### src/rtl/mul_div_unit.sv
// Iterative multiply/divide unit holding the architectural HI/LO registers.
// MULT/MULTU/DIV/DIVU take WIDTH cycles; MTHI/MTLO complete in one edge.
module mul_div_unit #(
  parameter int WIDTH = 32,
  parameter int CNT_W = 6
) (
  input  logic             clk,
  input  logic             resetn,
  input  logic             start,
  input  logic [2:0]       op,
  input  logic [WIDTH-1:0] a,
  input  logic [WIDTH-1:0] b,
  input  logic             cancel,
  output logic             busy,
  output logic             done,
  output logic             div_zero,
  output logic [WIDTH-1:0] hi,
  output logic [WIDTH-1:0] lo
);

  localparam logic [1:0] S_IDLE = 2'd0;
  localparam logic [1:0] S_MUL  = 2'd1;
  localparam logic [1:0] S_DIV  = 2'd2;
  localparam logic [1:0] S_DONE = 2'd3;

  localparam logic [2:0] OP_MULT  = 3'd0;
  localparam logic [2:0] OP_MULTU = 3'd1;
  localparam logic [2:0] OP_DIV   = 3'd2;
  localparam logic [2:0] OP_DIVU  = 3'd3;
  localparam logic [2:0] OP_MTHI  = 3'd4;
  localparam logic [2:0] OP_MTLO  = 3'd5;

  logic [1:0]         r_state;
  logic [CNT_W-1:0]   r_cnt;
  logic [WIDTH-1:0]   r_hi, r_lo;
  logic               r_div_zero;
  // Datapath: MUL keeps {partial, multiplier}; DIV keeps {remainder, dividend/quotient}.
  logic [2*WIDTH-1:0] r_acc;
  logic [WIDTH-1:0]   r_opnd;
  logic [WIDTH-1:0]   r_a_orig;
  logic               r_neg, r_rem_neg, r_b_zero;

  logic               w_signed, w_a_neg, w_b_neg, w_accept, w_last;
  logic [WIDTH-1:0]   w_a_mag, w_b_mag;
  logic [WIDTH:0]     w_sum, w_shift, w_diff;
  logic [2*WIDTH-1:0] w_mul_nxt, w_div_nxt, w_prod;
  logic [WIDTH-1:0]   w_quo, w_rem;

  assign w_signed = (op == OP_MULT) || (op == OP_DIV);
  assign w_a_neg  = w_signed && a[WIDTH-1];
  assign w_b_neg  = w_signed && b[WIDTH-1];
  assign w_a_mag  = w_a_neg ? -a : a;
  assign w_b_mag  = w_b_neg ? -b : b;
  assign w_accept = (r_state == S_IDLE) && start && (op <= OP_DIVU);
  assign w_last   = (r_cnt == CNT_W'(WIDTH - 1));

  // Shift-add step: add multiplicand into the upper half when the current multiplier bit is set.
  assign w_sum     = {1'b0, r_acc[2*WIDTH-1:WIDTH]} + (r_acc[0] ? {1'b0, r_opnd} : '0);
  assign w_mul_nxt = {w_sum, r_acc[WIDTH-1:1]};

  // Restoring step: a borrow out of the top bit means the trial subtraction is discarded.
  assign w_shift   = r_acc[2*WIDTH-1:WIDTH-1];
  assign w_diff    = w_shift - {1'b0, r_opnd};
  assign w_div_nxt = w_diff[WIDTH] ? {w_shift[WIDTH-1:0], r_acc[WIDTH-2:0], 1'b0}
                                   : {w_diff[WIDTH-1:0],  r_acc[WIDTH-2:0], 1'b1};

  assign w_prod = r_neg     ? -w_mul_nxt : w_mul_nxt;
  assign w_quo  = r_neg     ? -w_div_nxt[WIDTH-1:0] : w_div_nxt[WIDTH-1:0];
  assign w_rem  = r_rem_neg ? -w_div_nxt[2*WIDTH-1:WIDTH] : w_div_nxt[2*WIDTH-1:WIDTH];

  // NOTE: sequential state uses non-blocking assignments so every register samples pre-edge values.
  always_ff @(posedge clk) begin
    if (!resetn) begin
      r_state    <= S_IDLE;
      r_cnt      <= '0;
      r_hi       <= '0;
      r_lo       <= '0;
      r_div_zero <= 1'b0;
    end else begin
      case (r_state)
        S_IDLE: begin
          if (start) begin
            case (op)
              OP_MULT, OP_MULTU: begin r_state <= S_MUL; r_cnt <= '0; end
              OP_DIV, OP_DIVU:   begin r_state <= S_DIV; r_cnt <= '0; end
              OP_MTHI:           r_hi <= a;
              OP_MTLO:           r_lo <= a;
              default: ;
            endcase
          end
        end
        S_MUL, S_DIV: begin
          if (cancel) begin
            r_state <= S_IDLE;
            r_cnt   <= '0;
          end else begin
            r_cnt <= r_cnt + 1'b1;
            if (w_last) begin
              r_state <= S_DONE;
              if (r_state == S_MUL) begin
                {r_hi, r_lo} <= w_prod;
              end else begin
                r_div_zero <= r_b_zero;
                r_hi       <= r_b_zero ? r_a_orig : w_rem;
                r_lo       <= r_b_zero ? '1 : w_quo;
              end
            end
          end
        end
        default: r_state <= S_IDLE;
      endcase
    end
  end

  // NOTE: operand/accumulator registers carry no reset; they are always loaded before being used.
  always_ff @(posedge clk) begin
    if (w_accept) begin
      r_opnd    <= (op <= OP_MULTU) ? w_a_mag : w_b_mag;
      r_acc     <= (op <= OP_MULTU) ? {{WIDTH{1'b0}}, w_b_mag} : {{WIDTH{1'b0}}, w_a_mag};
      r_neg     <= w_a_neg ^ w_b_neg;
      r_rem_neg <= w_a_neg;
      r_a_orig  <= a;
      r_b_zero  <= (b == '0);
    end else if (r_state == S_MUL) begin
      r_acc <= w_mul_nxt;
    end else if (r_state == S_DIV) begin
      r_acc <= w_div_nxt;
    end
  end

  assign busy     = (r_state == S_MUL) || (r_state == S_DIV);
  assign done     = (r_state == S_DONE);
  assign div_zero = r_div_zero;
  assign hi       = r_hi;
  assign lo       = r_lo;

endmodule

### config.mk
export PLATFORM = sky130hd
export DESIGN_NAME = mul_div_unit
export DESIGN_NICKNAME = d
export VERILOG_FILES = /design/src/rtl/mul_div_unit.sv
export SDC_FILE = /design/constraint.sdc
export NUM_CORES = 1
export LEC_CHECK = 0
export ABC_AREA = 1
export BUFFER_PORTS_ARGS = -buffer_cell sky130_fd_sc_hd__buf_2
export CAP_MARGIN = 20
export CORE_MARGIN = 3
export CORE_UTILIZATION = 45
export CTS_CLUSTER_SIZE = 16
export DETAILED_ROUTE_END_ITERATION = 7
export GPL_TIMING_DRIVEN = 1
export PLACE_DENSITY = 0.72
export SYNTH_ARGS = -nofsm -noshare
export SYNTH_HDL_FRONTEND = slang
export SYNTH_SLANG_ARGS = --single-unit
### constraint.sdc
create_clock -name clk -period 4.4 [get_ports clk]
set_input_delay 0.66 -clock clk [delete_from_list [all_inputs] [get_ports clk]]
set_output_delay 0.66 -clock clk [all_outputs]
set_load 0.005 [all_outputs]
==> summary.txt <==
Outcome
  – Status: finished, violations left
  – Violations in the final reports: design-rule violations

Finish
  – Most used cells in the layout excluding fill and tap cells: sky130_fd_sc_hd__nand2_1, sky130_fd_sc_hd__inv_1, sky130_fd_sc_hd__nor2_1
  – Share of the core filled with cells: approximately half
  – Final nets: between 3000 and 4000
  – Layout cell share with drive strength beyond 1: around a tenth
  – Post-synthesis to final-layout area growth: 11.32%
  – Most common cell after layout, fill and taps aside: sky130_fd_sc_hd__nand2_1
  – Number of diodes added for antenna fixing: 0
  – Final Cell Area: roughly 22000 µm²
  – Non-filler cells, final: a little under 4000

Worst setup path
  – Most frequent CP cell: sky130_fd_sc_hd__nand2_1
  – Cell with the biggest individual delay on the critical path: sky130_fd_sc_hd__fa_1
  – Delay-heaviest family, CP: simple AND/OR/NAND/NOR gates
  – Worst r2r path cells: 28
  – Category of the worst setup path launch point: register
  – Delay of the slowest critical-path stage: 0.44 ns
  – Number of cells on the critical path: 28
  – Capture point of the worst reg-to-reg path: hi[21]$_SDFFE_PN0P_
  – Combined buffer and inverter count along the critical path: 3
  – Critical path class: reg2reg
  – Arrival @ worst endpoint: 4.52 ns
  – Data required time of the worst path: between 4 and 5 ns
  – Worst reg-to-reg setup slack: about 0.34 ns
  – Reg2Reg Launch Point: r_acc[31]$_DFFE_PP_
  – Worst-path maximum fanout: 27
  – Worst Setup End Kind: register

Synth
  – Number of distinct library cells after synthesis: 59
  – Number of synthesized flops with an enable pin: approximately 130
  – Seq cells post-synth: a little over 200
  – Xor-xnor portion of the synthesized cell area: roughly 4.5%
  – Post-synth net total: 3299
  – Share of flip-flops with an asynchronous set or reset after synthesis: 0%
  – Post-synthesis cell count: 3152
  – Top flip-flop cell by instance count after synthesis: sky130_fd_sc_hd__edfxtp_1
  – Mean cell area of the mapped netlist: 6.287 µm²
  – Post-synthesis adder-cell area fraction: under 10%
  – Compound-Gate Fraction of Synth Area: between 10% and 20%
  – Sequential area share after synthesis: a little over a quarter
  – Share of synthesized area spent on multiplexers: 0%
  – Largest family of logic cells by synthesized area: simple AND/OR/NAND/NOR gates
  – Summed instance area of the synthesized netlist: between 15000 and 20000 µm²
  – Post-Synth Simple-Gate Area: between 30% and 40%
  – Yosys Warn Count: 0

Hold path
  – Number of cells traversed by the worst hold path: 1
  – Worst Hold Launch: a[2]
  – Worst hold-check path type: in2reg
  – Endpoint of the worst hold-timing path: r_a_orig[2]$_DFFE_PP_

GRT
  – Number of global-route vias before repair: approximately 20000
  – Pin count of the biggest net entering global routing: 77
  – Sum of overflow across all layers after global routing: 0
  – First-pass GRT wire length: between 100000 and 150000 µm
  – Global-route usage over all layers: ~34%
  – Initial antenna violation count: 2

STA
  – Setup Viol. Count Final: 0
  – Maximum operating frequency: 246.1 MHz
  – Worst hold slack across all endpoints: 0.3853 ns
  – Clock period minus worst slack: just over 4 ns
  – Slew Viols, Final: 0
  – Final period util: between 90% and 100%
  – Final hold violation count: 0
  – Skew final: between 0.01 and 0.015 ns
  – Actual transition at the worst max-transition pin: ~1.0 ns
  – Worst slew margin relative to its limit: about a third
  – Worst setup slack after layout: around 0.34 ns

Die
  – Placeable core region: roughly 43000 µm²
  – Vertical die dimension: 215.8 µm
  – Top-level I/O count: between 100 and 150
  – Starting utilization of the core area: around 46%
  – Standard-cell rows: 76
  – Die area: roughly 47000 µm²
  – Width of the die: 215.8 µm

Drt
  – # DRC: 3
  – DRT antenna net count: 0
  – WL final: around 82000 µm
  – Wire length per cell after detailed routing: roughly 21 µm
  – Number of vias after detailed routing: 22280
  – Length of the first detailed-routing pass in iterations: 8
  – Via/cell ratio: between 5 and 6
  – Violation count after the first detailed-route iteration: between 2000 and 3000

Clocking
  – Sinks on Clock Net: 204
  – H-tree depth: 1
  – Clk slew on worst S/H paths: about 0.060 ns
  – Number of buffers on the longest clock path: 3
  – Buffer type at the clock tree root: sky130_fd_sc_hd__clkbuf_16
  – Clock latency of the later-clocked register in the worst-skew pair: about 0.53 ns
  – Number of buffers inserted during clock tree synthesis: 23
  – # hold bufs at CTS: 0
  – Clock tree from TritonCTS: yes

Placed design
  – Setup slack after placement: 0.2937 ns
  – Instance area at placement: ~21000 µm²
  – Count of buffers inserted at the top-level ports: roughly 140
  – Inst Count DP: around 3800
  – Final RePlAce weighted congestion: between 1 and 1.5
  – Placed wire-length estimate after detailed placement: between 60000 and 70000 µm

Run
  – Max capacitance violation total: 0

Pwr
  – Power density of the placed cells: between 900 and 1000 nW/µm²
  – Static leakage power: 10.62 nW
  – Peak ir drop on the vdd network: about 0.59 mV
layout make-up:
type	count	area, µm²
Clock buffer	28	635.6
Clock inverter	12	142.6
Fill cell	4550	21210
Inverter	450	1689
Multi-Input combinational cell	2388	12320
Sequential cell	204	5395
Tap cell	585	732.0
Timing Repair Buffer	195	1146
cell families (layout without fill, tap and decap cells):
logic type,after synthesis,count (layout)
XOR/XNOR,102,102
AND/OR/NAND/NOR,1601,1601
adder cells (fa/ha/maj),76,76
buffers and inverters,560,685
AO/OA/AOI/OAI,609,609
flip-flops,204,204
stage by stage:
stage	power [W]	setup TNS (ns)
6_report	0.02070	0
5_1_grt	0.02211	-0.01377
4_1_cts	0.02020	0
3_5_place_dp	0.01810	0
3_3_place_gp	0.01811	0
2_1_floorplan	0.01328	0
repair_timing:
action | in CTS | in global routing
setup buffers | 0 | 3
endpoints found under the setup margin | 0 | 24
gates resized for setup | 0 | 10
hold endpoints to repair | 0 | 0
layer usage:
layer | GRT usage, % | vias up | part of all wire (%)
met1 | 43.89 | 10160 | 40
met5 | 0 | - | 0
met3 | 5.674 | 258 | 9.9
met2 | 52.08 | 1240 | 43
met4 | 20.93 | 0 | 7.5
li1 | - | 10630 | -
synth_stat cells, types with 9 or more instances:
library cell | count | area, µm²
sky130_fd_sc_hd__ha_1 | 74 | 925.9
sky130_fd_sc_hd__xor2_1 | 72 | 630.6
sky130_fd_sc_hd__nor4_1 | 9 | 56.30
sky130_fd_sc_hd__xnor2_1 | 29 | 254.0
sky130_fd_sc_hd__nand2_4 | 10 | 112.6
sky130_fd_sc_hd__dfxtp_1 | 73 | 1461
sky130_fd_sc_hd__o21ai_0 | 219 | 1096
sky130_fd_sc_hd__o22ai_1 | 32 | 200.2
sky130_fd_sc_hd__buf_1 | 13 | 48.80
sky130_fd_sc_hd__a31oi_1 | 33 | 206.5
sky130_fd_sc_hd__nand4_1 | 42 | 262.8
sky130_fd_sc_hd__clkbuf_1 | 80 | 300.3
sky130_fd_sc_hd__o211ai_1 | 45 | 337.8
sky130_fd_sc_hd__nand3b_1 | 11 | 82.58
sky130_fd_sc_hd__edfxtp_1 | 131 | 3934
sky130_fd_sc_hd__o221ai_1 | 35 | 306.5
sky130_fd_sc_hd__a21oi_1 | 187 | 935.9
sky130_fd_sc_hd__nor3_1 | 53 | 265.3
sky130_fd_sc_hd__nand2_1 | 884 | 3318
sky130_fd_sc_hd__nor2_2 | 11 | 68.82
sky130_fd_sc_hd__nand3_1 | 219 | 1096
sky130_fd_sc_hd__inv_1 | 437 | 1640
sky130_fd_sc_hd__nor2_1 | 309 | 1160
sky130_fd_sc_hd__nand2_2 | 24 | 150.1
worst max path at each step:
stage,startpoint,to,slack [ns]
floorplan,r_state[0]$_SDFFE_PN0P_,r_acc[22]$_DFFE_PP_,0.64
CTS,r_acc[0]$_DFFE_PP_,hi[30]$_SDFFE_PN0P_,0.27
global route,r_acc[31]$_DFFE_PP_,hi[27]$_SDFFE_PN0P_,-0.01
finish,r_acc[31]$_DFFE_PP_,hi[21]$_SDFFE_PN0P_,0.34
global placement,r_acc[0]$_DFFE_PP_,hi[14]$_SDFFE_PN0P_,0.35
detailed placement,r_acc[31]$_DFFE_PP_,hi[21]$_SDFFE_PN0P_,0.29
flip-flops by register name, indices dropped and copies added (netlist names):
name and flops:
div_zero 1, hi 32, lo 32, r_a_orig 32, r_acc 64, r_b_zero 1, r_cnt 6, r_neg 1
r_opnd 32, r_rem_neg 1, r_state 2
power breakdown:
group / internal, W / switching [W]
combinational: 0.00439 / 0.0104
sequential: 0.00310 / 0.000789
clock: 0.00120 / 0.000838
No activity file was read; power rests on OpenSTA's default activity.
